`src/rtl/ps2_scancode_receiver.sv`:
```
// Receive-only PS/2 keyboard deserialiser: synchronises and glitch-filters the
// device-driven lines, frames 11-bit PS/2 words and emits 8-bit scan codes.
//
// Ports:
//   clk            system clock
//   rst            synchronous reset, active-high
//   ps2Clk         raw PS/2 clock line (asynchronous)
//   ps2Data        raw PS/2 data line (asynchronous)
//   scanCode       last correctly received byte, held until the next good frame
//   scanCodeReady  1-cycle strobe, scanCode updated
//   parityError    1-cycle strobe, frame dropped on odd-parity failure
//   frameError     1-cycle strobe, frame dropped on bad stop bit or timeout
module ps2_scancode_receiver #(
  parameter int unsigned FILTER_LEN     = 8,
  parameter int unsigned TIMEOUT_CYCLES = 50000
) (
  input  logic       clk,
  input  logic       rst,
  input  logic       ps2Clk,
  input  logic       ps2Data,
  output logic [7:0] scanCode,
  output logic       scanCodeReady,
  output logic       parityError,
  output logic       frameError
);

  localparam int unsigned FCW = $clog2(FILTER_LEN + 1);
  localparam int unsigned TCW = $clog2(TIMEOUT_CYCLES + 1);

  typedef enum logic [1:0] {
    IDLE   = 2'd0,
    DATA   = 2'd1,
    PARITY = 2'd2,
    STOP   = 2'd3
  } state_e;

  state_e         state_q, state_d;
  logic           clk_s1_q, clk_s1_d, clk_s2_q, clk_s2_d;
  logic           dat_s1_q, dat_s1_d, dat_s2_q, dat_s2_d;
  logic           filt_q, filt_d;
  logic [FCW-1:0] filt_cnt_q, filt_cnt_d;
  logic [2:0]     bit_cnt_q, bit_cnt_d;
  logic [7:0]     shift_q, shift_d;
  logic           parity_ok_q, parity_ok_d;
  logic [TCW-1:0] to_cnt_q, to_cnt_d;
  logic [7:0]     scan_code_q, scan_code_d;
  logic           ready_q, ready_d;
  logic           perr_q, perr_d;
  logic           ferr_q, ferr_d;
  logic           fall_edge_c;

  // State register; sync flops and filtered clock idle high like the bus.
  always_ff @(posedge clk) begin
    if (rst) begin
      state_q     <= IDLE;
      clk_s1_q    <= 1'b1;
      clk_s2_q    <= 1'b1;
      dat_s1_q    <= 1'b1;
      dat_s2_q    <= 1'b1;
      filt_q      <= 1'b1;
      filt_cnt_q  <= '0;
      bit_cnt_q   <= '0;
      shift_q     <= '0;
      parity_ok_q <= 1'b0;
      to_cnt_q    <= '0;
      scan_code_q <= '0;
      ready_q     <= 1'b0;
      perr_q      <= 1'b0;
      ferr_q      <= 1'b0;
    end else begin
      state_q     <= state_d;
      clk_s1_q    <= clk_s1_d;
      clk_s2_q    <= clk_s2_d;
      dat_s1_q    <= dat_s1_d;
      dat_s2_q    <= dat_s2_d;
      filt_q      <= filt_d;
      filt_cnt_q  <= filt_cnt_d;
      bit_cnt_q   <= bit_cnt_d;
      shift_q     <= shift_d;
      parity_ok_q <= parity_ok_d;
      to_cnt_q    <= to_cnt_d;
      scan_code_q <= scan_code_d;
      ready_q     <= ready_d;
      perr_q      <= perr_d;
      ferr_q      <= ferr_d;
    end
  end

  // Synchronisers, clock filter, frame FSM and timeout.
  always_comb begin
    state_d     = state_q;
    clk_s1_d    = ps2Clk;
    clk_s2_d    = clk_s1_q;
    dat_s1_d    = ps2Data;
    dat_s2_d    = dat_s1_q;
    filt_d      = filt_q;
    filt_cnt_d  = '0;
    bit_cnt_d   = bit_cnt_q;
    shift_d     = shift_q;
    parity_ok_d = parity_ok_q;
    to_cnt_d    = to_cnt_q;
    scan_code_d = scan_code_q;
    ready_d     = 1'b0;
    perr_d      = 1'b0;
    ferr_d      = 1'b0;
    fall_edge_c = 1'b0;

    // Flip the filtered level only after FILTER_LEN consecutive differing samples.
    if (clk_s2_q != filt_q) begin
      if (filt_cnt_q == FCW'(FILTER_LEN - 1)) begin
        filt_d      = clk_s2_q;
        fall_edge_c = filt_q;
      end else begin
        filt_cnt_d = filt_cnt_q + FCW'(1);
      end
    end

    case (state_q)
      IDLE: begin
        to_cnt_d = '0;
        // A high bit while idle is line noise, not a start bit.
        if (fall_edge_c && !dat_s2_q) begin
          state_d   = DATA;
          bit_cnt_d = '0;
        end
      end
      DATA: begin
        if (fall_edge_c) begin
          shift_d   = {dat_s2_q, shift_q[7:1]};
          bit_cnt_d = bit_cnt_q + 3'd1;
          if (bit_cnt_q == 3'd7) state_d = PARITY;
        end
      end
      PARITY: begin
        if (fall_edge_c) begin
          parity_ok_d = ^{shift_q, dat_s2_q};
          state_d     = STOP;
        end
      end
      STOP: begin
        if (fall_edge_c) begin
          state_d = IDLE;
          // Stop-bit error outranks parity error.
          if (!dat_s2_q) begin
            ferr_d = 1'b1;
          end else if (!parity_ok_q) begin
            perr_d = 1'b1;
          end else begin
            scan_code_d = shift_q;
            ready_d     = 1'b1;
          end
        end
      end
      default: state_d = IDLE;
    endcase

    // Mid-frame inactivity watchdog; a timeout never coincides with a fall edge.
    if (state_q != IDLE) begin
      if (fall_edge_c) begin
        to_cnt_d = '0;
      end else if (to_cnt_q == TCW'(TIMEOUT_CYCLES - 1)) begin
        to_cnt_d = '0;
        state_d  = IDLE;
        ferr_d   = 1'b1;
      end else begin
        to_cnt_d = to_cnt_q + TCW'(1);
      end
    end
  end

  assign scanCode      = scan_code_q;
  assign scanCodeReady = ready_q;
  assign parityError   = perr_q;
  assign frameError    = ferr_q;

endmodule

```
`config.mk`:
```
export PLATFORM = sky130hd
export DESIGN_NAME = ps2_scancode_receiver
export DESIGN_NICKNAME = d
export VERILOG_FILES = /design/src/rtl/ps2_scancode_receiver.sv
export SDC_FILE = /design/constraint.sdc
export NUM_CORES = 1
export LEC_CHECK = 0
export ABC_AREA = 0
export CAP_MARGIN = 0
export CELL_PAD_IN_SITES_DETAIL_PLACEMENT = 1
export CELL_PAD_IN_SITES_GLOBAL_PLACEMENT = 1
export CORE_MARGIN = 2
export CORE_UTILIZATION = 48
export DETAILED_ROUTE_END_ITERATION = 7
export PLACE_DENSITY_LB_ADDON = 0.1
export SLEW_MARGIN = 5
export SYNTH_ARGS = -nofsm -noshare
export SYNTH_HDL_FRONTEND = slang
export SYNTH_SLANG_ARGS = --single-unit
```
`constraint.sdc`:
```
create_clock -name clk -period 3.6 [get_ports clk]
set_input_delay 0.72 -clock clk [delete_from_list [all_inputs] [get_ports clk]]
set_output_delay 0.72 -clock clk [all_outputs]
set_load 0.03 [all_outputs]
```
; Yosys cells after proc, flatten, opt, wreduce, memory -nomap -nowiden
; Cells that the tools add are included.
[classes]
n_addsub = 3
eq_ne = 9
n_bitwise = 4
n_reduce_logical = 14
muxes = 26
[ops]
columns = cell, n
row1 = 16-bit 2-to-1 mux, 4
row2 = 16-bit by 1-bit adder with 16-bit output (second input constant), 1
row3 = 16-bit equality test (second input constant), 1
row4 = 2-bit 2-to-1 mux, 8
row5 = 1-bit 2-to-1 mux, 10
row6 = 9-bit parity, 1
row7 = 2-bit one-hot mux with 4 select lines, 1
row8 = 3-bit 2-to-1 mux, 2
row9 = 3-bit one-hot mux with 2 select lines, 1
row10 = 2-bit AND reduction, 3
row11 = 2-bit nonzero test, 3
row12 = 4-bit by 1-bit adder with 4-bit output (second input constant), 1
row13 = 2-bit equality test (second input constant), 2
row14 = 4-bit by 3-bit equality test with 1-bit output (second input constant), 1
row15 = 2-bit != test (second input constant), 2
row16 = 1-bit NOT, 4
row17 = 4-bit AND reduction, 1
row18 = 4-bit OR reduction, 1
row19 = 3-bit by 1-bit adder with 3-bit output (second input constant), 1
row20 = 3-bit equality test (second input constant), 1
row21 = 3-bit AND reduction, 1
row22 = 3-bit OR reduction, 1
row23 = 2-bit by 1-bit equality test with 1-bit output (second input constant), 1
row24 = 2-bit logical NOT, 1
row25 = 3 further kinds, 3
[word_totals]
register_bits = 50
out_inout_bits = 11

; Longest topological paths before layout
; Gate-level depths: netlist of the first run.
[logic_depth]
depth_word = 9
ltp_mapped = 6

; Worst setup path before layout of the first run
; No wires, ideal clock.
[synth_timing]
path_type = register to register
start = reg filt_cnt_q[0]
end = reg state_q[0]
path_buffers = 0
required_time_ns = 3.485
arrival_ns = 1.646
setup_slack_ns = 1.840
path_stages_with_launch = 6
path_cell_list = dfxtp_1 > ha_1 > nand3b_1 > nor2_1 > or4_4 > o21a_1
[synth_between]
elab_chain_cells = 9
elab_cells_between_ends = 12
classes_between = eq/ne (1) / mux (10) / reduce/logical (1)
[synth_rtl]
columns = element, line_no
row1 = "start, declared", 41  ; logic [FCW-1:0] filt_cnt_q, filt_cnt_d;
row2 = "start signal, assigned", 77  ; filt_cnt_q <= filt_cnt_d;
row3 = 4-bit by 3-bit equality test with 1-bit output *, 110  ; if (filt_cnt_q == FCW'(FILTER_LEN - 1)) begin
row4 = 1-bit 2-to-1 mux *, 110
row5 = 1-bit 2-to-1 mux *, 109  ; if (clk_s2_q != filt_q) begin
row6 = 1-bit logical AND, 122  ; if (fall_edge_c && !dat_s2_q) begin
row7 = 2-bit 2-to-1 mux, 122
row8 = 2-bit one-hot mux with 4 select lines, 118  ; case (state_q)
row9 = 2-bit 2-to-1 mux, 161  ; end else if (to_cnt_q == TCW'(TIMEOUT_CYCLES - 1)) begin
row10 = 2-bit 2-to-1 mux, 159  ; if (fall_edge_c) begin
row11 = 2-bit 2-to-1 mux *, 158  ; if (state_q != IDLE) begin
row12 = "end signal, assigned", 71  ; state_q <= state_d;
row13 = "end, declared", 37  ; state_e state_q, state_d;
; Every way passes the cells marked *; elsewhere a longest branch is shown, timed or not.
; A chain may end at the register's enable or synchronous reset.

==> results of run 1 <==
final cells by class:
class	count	area share
Tap cell	52	0.02657
Multi-Input combinational cell	161	0.4461
Clock buffer	5	0.02810
Inverter	6	0.009198
Timing Repair Buffer	16	0.06336
Clock inverter	3	0.01788
Sequential cell	50	0.4088
metrics by stage:
stage | power [µW] | cell area, µm² | utilization
global placement | 585.4 | 2336 | 0.5402
floorplan | 578.3 | 2138 | -
CTS | 979.2 | 2449 | 0.5663
global route | 999.9 | 2449 | 0.5663
detailed placement | 585.8 | 2336 | 0.5402
finish | 969.7 | 2449 | 0.5663
power groups by stage:
stage          Sequential [µW]  Clock (µW)  Combinational (µW)
3_5_place_dp               570           0                15.8
4_1_cts                    557         406                16.1
6_report                   557         397                15.8
5_1_grt                    558         425                17.4
3_3_place_gp               570           0                15.3
2_1_floorplan              569           0                9.13
per-layer routing:
layer,vias up,share of wire,global-route usage
met2,26,0.50,0.3572
met3,6,0.024,0.03846
met4,0,0.013,0.06080
met1,808,0.46,0.2579
li1,802,-,-
met5,-,0,0
kinds of logic (layout without fill, tap and decap cells):
kind of cell,after synthesis,after routing,share of synthesized area
flip-flops,50,50,0.4681
XOR/XNOR,20,20,0.08836
AND/OR/NAND/NOR,104,104,0.2627
adder cells (fa/ha/maj),4,4,0.02341
multiplexers,17,17,0.07958
AO/OA/AOI/OAI,16,16,0.05384
buffers and inverters,13,30,0.02399
sequential cells by signal (all words and copies together), names as in the netlist:
| register | cells |
|---|---|
| to_cnt_q | 16 |
| bit_cnt_q | 3 |
| frameError | 1 |
| dat_s1_q | 1 |
| scanCodeReady | 1 |
| state_q | 2 |
| shift_q | 8 |
| clk_s2_q | 1 |
| filt_q | 1 |
| filt_cnt_q | 4 |
| parity_ok_q | 1 |
| clk_s1_q | 1 |
| scanCode | 8 |
| dat_s2_q | 1 |
| parityError | 1 |
synth_stat cells (3+ instances only):
cell      instances  area share
dfxtp_1          50        0.47
nor2_1           39       0.068
mux2i_1          17       0.080
xnor2_1          16       0.066
nand3_1           9       0.021
nand2_1           8       0.014
nand2b_1          8       0.023
a21oi_1           7       0.016
nor4_1            7       0.020
inv_1             6       0.011
clkbuf_1          5      0.0088
nand3b_1          5       0.018
nor3_1            5       0.012
ha_1              4       0.023
or2_2             4       0.012
nor2b_1           3      0.0088
xor2_1            3       0.012
worst paths after layout:
path / slack (ps) / cells past startpoint / endpoint / startpoint
max: 1320 / 5 / to_cnt_q[15] / rst
min: 420 / 1 / dat_s2_q / dat_s1_q
min reg2reg: 420 / 1 / dat_s2_q / dat_s1_q
max reg2reg: 1510 / 5 / bit_cnt_q[2] / filt_cnt_q[0]
cell usage in the layout (no fill, tap or decap), types with 2 or more instances in the layout:
master           netlist  routed
xnor2_1               16      16
nand3_1                9       9
ha_1                   4       4
nand3b_1               5       5
nor2b_1                3       3
dfxtp_1               50      50
nand2b_1               8       8
nand4b_1               2       2
nor2_1                39      39
or4_4                  2       2
nor3_1                 5       5
clkbuf_8               0       5
buf_4                  0       2
nand2_1                8       8
mux2i_1               17      17
xor2_1                 3       3
inv_1                  6       6
or2_2                  4       4
nor4_1                 7       6
nand4_1                2       2
a21oi_1                7       7
clkdlybuf4s50_1        0      14
or3_1                  2       2
==> impl_metrics.py, run 1 <==
metrics = {
    "outcome": {
        "status": "completed",
    },
    "finish": {
        "diodes": 0,
        "drive_above_1_share": 0.08299,
        "fin_nets": 248,
        "multi_input_area_um2": 1092,
        "area_growth_pct": 14.51,
        "fillers": 496,
        "fin_cells": 293,
        "seq_area_um2": 1001,
    },
    "timing": {
        "setup_slack_ps": 1318,
        "hold_viol": 0,
        "slew_viol_final": 0,
        "fmax_mhz": 438.2,
        "grt_setup_unrepaired": "no",
        "final.period_utilization": 0.6339,
        "tns_ps": 0,
        "tightest_slew_ps": 770.4,
        "relSlewSlack": 0.4731,
        "finalSetupViolCount": 0,
        "whs_ps": 415.7,
        "fin_skew_ps": 6.110,
        "fin_crit_ps": 2282,
    },
    "global_route": {
        "grt_max_degree": 19,
        "grtUsageTotal": 0.2048,
        "overflow": 0,
        "grt_pass1_wl_mm": 8.266,
        "antenna_found_initial": 0,
        "grt_pass1_vias": 1724,
    },
    "yosys": {
        "syn_area_per_cell_um2": 9.546,
        "synth.net_count": 232,
        "ys_ff_latch": 50,
        "yosysUniqueCellTypes": 40,
        "syn_area_um2": 2138,
        "ys_warn_count": 0,
        "synth-edff-count": 0,
        "syn_inst": 224,
        "synthFlopType": "dfxtp_1",
        "synth-async-reset-ratio": 0,
        "synth_seq_area_share": 0.4681,
    },
    "critical_path": {
        "critPathMaxFanout": 18,
        "cp_slowest_cell": "clkdlybuf4s50_1",
        "critical_path_buf_inv_count": 1,
        "cp_cell_sequence": "clkdlybuf4s50_1 > o21bai_1 > a21oi_1 > o31ai_4 > a21oi_1",
        "cpMostUsedCell": "a21oi_1",
        "cpLargestDelayFamily": "compound AO/OA/AOI/OAI gates",
        "cp-end-kind": "register",
        "start_kind": "input port",
        "worstPathArrival_ps": 2510,
        "cp.required_ps": 3830,
        "worstSetupPathType": "input port to register",
        "max_stage_delay_ps": 760,
    },
    "route": {
        "drc": 0,
        "vias": 1642,
        "routed_wl_mm": 4.684,
        "dr.pass1.iters": 4,
        "post_drt_wl_per_cell_um": 15.99,
        "ant_nets": 0,
        "via_per_inst": 5.604,
        "drtIter0Drc": 86,
    },
    "power": {
        "p_comb_frac": 0.016,
        "switching_share": 0.2055,
        "seqPwrFrac": 0.574,
        "vdd_drop_max_v": 0.0002296,
        "p_leak_uw": 0.0007799,
        "pwr_density_cell_nw_per_um2": 396.0,
        "net-switching-power_uw": 199.3,
        "pwr-share-clk": 0.409,
        "internal_power_uw": 770.4,
    },
    "clocking": {
        "clockBufferDepth": 2,
        "numClockSinks": 50,
        "insertion_delay_ps": 310,
        "cts_buffers": 5,
        "root_buffer": "clkbuf_8",
        "cts_tree": "yes",
        "h-tree-depth": 2,
        "postCtsSetupRepairBufs": 0,
        "clk_pin_slew_ps": 90,
        "cts.hold.buffers_added": 0,
        "ctsResizeCount": 0,
    },
    "floorplanning": {
        "dieHeight_um": 70.75,
        "fp.coreArea_um2": 4324,
        "fp-row-count": 24,
        "die_w_um": 70.75,
        "io-pin-count": 15,
        "fp.dieArea_um2": 5005,
        "start_util": 0.4945,
    },
    "placed_design": {
        "dp_cells": 285,
        "pre_cts_ws_ps": 1020,
        "gp_congestion": 0.7234,
        "port-buffer-count": 14,
        "hpwl_mm": 3.408,
    },
    "worst_hold_path": {
        "hold_class": "register to register",
    },
    "job": {
        "maxCapViolCount": 0,
    },
}
Power figures use the tool's default switching activity.
==> inputs of run 2 (changes only) <==
--- a/config.mk
+++ b/config.mk
@@ -10,7 +10,7 @@
 export CELL_PAD_IN_SITES_DETAIL_PLACEMENT = 1
 export CELL_PAD_IN_SITES_GLOBAL_PLACEMENT = 1
 export CORE_MARGIN = 2
-export CORE_UTILIZATION = 48
+export CORE_UTILIZATION = 40
 export DETAILED_ROUTE_END_ITERATION = 7
 export PLACE_DENSITY_LB_ADDON = 0.1
 export SLEW_MARGIN = 5
==> constraint.sdc (replaced) <==
create_clock -name clk -period 1.9 [get_ports clk]
set_input_delay 0.38 -clock clk [delete_from_list [all_inputs] [get_ports clk]]
set_output_delay 0.38 -clock clk [all_outputs]
set_load 0.03 [all_outputs]
==> run 2 against run 1 <==
  * Worst hold slack better by 5.6 ps
  * Combinational power is 100% higher
  * Via count is 0.18% lower
  * Clock skew is 4.0 ps higher
  * Non-clock buffer count is 12 higher
  * Critical endpoint is now state_q[0]
  * Sequential share of layout area is 2.2 points lower
  * Largest cell class unchanged
  * Register-to-register slack worse by 1400 ps
  * Die area is 19% higher
  * Core utilization is 6.3 points lower
==> impl_metrics.py, run 2 (synthesis gave the netlist of run 1 again) <==
metrics = {
    "critical_path": {
        "r2r_start": "to_cnt_q[5]",
        "critical_path_buf_inv_count": 0,
        "rr_worst_depth": 4,
        "cp_cell_sequence": "nor4_1 > nand3_1 > or4_4 > o21a_1",
        "r2r_slack_ps": 140,
        "worstPathArrival_ps": 1960,
        "cp_slowest_cell": "or4_4",
        "worstSetupPathType": "register to register",
        "start_kind": "register",
        "critPathMaxFanout": 7,
        "r2r_end": "state_q[0]",
        "cp-end-kind": "register",
        "cp.required_ps": 2100,
        "cpLargestDelayFamily": "simple AND/OR/NAND/NOR gates",
        "max_stage_delay_ps": 530,
    },
    "clocking": {
        "cts.hold.buffers_added": 0,
        "h-tree-depth": 2,
        "clockBufferDepth": 2,
        "clk_pin_slew_ps": 90,
        "root_buffer": "clkbuf_8",
        "cts_tree": "yes",
        "numClockSinks": 50,
        "cts_buffers": 5,
        "insertion_delay_ps": 300,
    },
    "route": {
        "post_drt_wl_per_cell_um": 14.36,
        "ant_nets": 0,
        "dr.pass1.iters": 4,
        "vias": 1639,
        "drc": 0,
        "routed_wl_mm": 4.638,
        "via_per_inst": 5.074,
        "drtIter0Drc": 42,
    },
    "global_route": {
        "grt_util_met1": 0.1853,
        "busiest_layer": "met2",
        "grt_pass1_vias": 1730,
        "met3_usage": 0.03529,
        "grtUsageTotal": 0.1635,
        "overflow": 0,
        "antenna_found_initial": 0,
        "gr-usage-met2": 0.3079,
        "grt_max_degree": 19,
        "grt_pass1_wl_mm": 7.900,
    },
    "floorplanning": {
        "fp.dieArea_um2": 5947,
        "dieHeight_um": 77.12,
        "die_w_um": 77.12,
        "fp-row-count": 26,
        "io-pin-count": 15,
        "fp.coreArea_um2": 5140,
        "start_util": 0.4160,
    },
    "worst_hold_path": {
        "holdPathEnd": "clk_s2_q",
        "min_from": "clk_s1_q",
        "hold_depth": 1,
        "hold_class": "register to register",
    },
    "timing": {
        "finalSetupViolCount": 0,
        "final.period_utilization": 0.9277,
        "fin_skew_ps": 10.06,
        "grt_setup_unrepaired": "no",
        "tns_ps": 0,
        "relSlewSlack": 0.7459,
        "hold_viol": 0,
        "fin_crit_ps": 1763,
        "whs_ps": 421.4,
        "slew_viol_final": 0,
        "tightest_slew_ps": 377.6,
        "fmax_mhz": 567.3,
    },
    "placed_design": {
        "port-buffer-count": 14,
        "hpwl_mm": 3.422,
        "gp_congestion": 0.8795,
    },
    "finish": {
        "largest-register": "to_cnt_q",
        "fillers": 605,
        "drive_above_1_share": 0.1304,
        "area_growth_pct": 21.01,
        "fin_nets": 260,
        "mostFrequentLayoutCell": "dfxtp_1",
        "diodes": 0,
        "largest_register_ffs": 16,
        "utilization": 0.5034,
        "mostFrequentLayoutCells": "dfxtp_1, nor2_1, mux2i_1, xnor2_1, clkdlybuf4s50_1",
    },
    "job": {
        "maxCapViolCount": 0,
    },
    "power": {
        "pwr_density_cell_nw_per_um2": 676.0,
        "vdd_drop_max_v": 0.0003769,
        "p_leak_uw": 0.0008356,
    },
    "outcome": {
        "status": "completed",
    },
}
## run 2: changes by cell type in the layout (fill, tap and decap cells not counted)
cell        before  now
nor4_2           1    0
clkinvlp_4       0    1
clkbuf_8         5    6
buf_4            2   12
a2111oi_0        1    0
bufinv_16        1    0
a2111oi_2        0    1
nor4_4           0    1
clkinv_2         1    0
buf_12           0    2
## run 2: repair_timing
action / in CTS / in global routing
resized for setup: 0 / 3
setup buffers: 0 / 2
setup endpoints to repair: 0 / 22
## run 2: stage by stage
stage          worst slack (ps)  instances  area [µm²]  total power (µW)
2_1_floorplan             139.9        224        2138              1096
3_3_place_gp              168.7        313        2446              1110
3_5_place_dp              69.96        313        2446              1111
4_1_cts                   41.24        321        2545              1776
5_1_grt                   26.38        323        2587              1835
6_report                  137.4        323        2587              1749
## run 2: area by class of cell
type	count	area [µm²]	area share
Multi-Input combinational cell	161	1107	0.4279
Clock inverter	2	16.27	0.006286
Inverter	6	22.52	0.008704
Timing Repair Buffer	28	270.3	0.1044
Clock buffer	6	82.58	0.03191
Tap cell	70	87.58	0.03385
Sequential cell	50	1001	0.3868
## run 2: how the worst max path moves through the flow
stage | startpoint | endpoint | slack, ps | cells after the start
CTS | to_cnt_q[5] | to_cnt_q[9] | 40 | 4
floorplan | filt_cnt_q[0] | state_q[0] | 140 | 5
global placement | filt_cnt_q[0] | shift_q[0] | 170 | 6
detailed placement | to_cnt_q[5] | to_cnt_q[9] | 70 | 4
global route | filt_cnt_q[0] | shift_q[6] | 30 | 7
finish | to_cnt_q[5] | state_q[0] | 140 | 4
## run 2: where the power goes
part	internal, µW	switching [µW]	total, µW
sequential	1050	3.94	1060
combinational	15.1	16.5	31.6
clock	300	362	662
## run 2: layer usage
metal	wire, µm	part of all wire
met5	0	0
met2	2482	0.54
met3	97	0.021
met1	2013	0.43
met4	44	0.0095
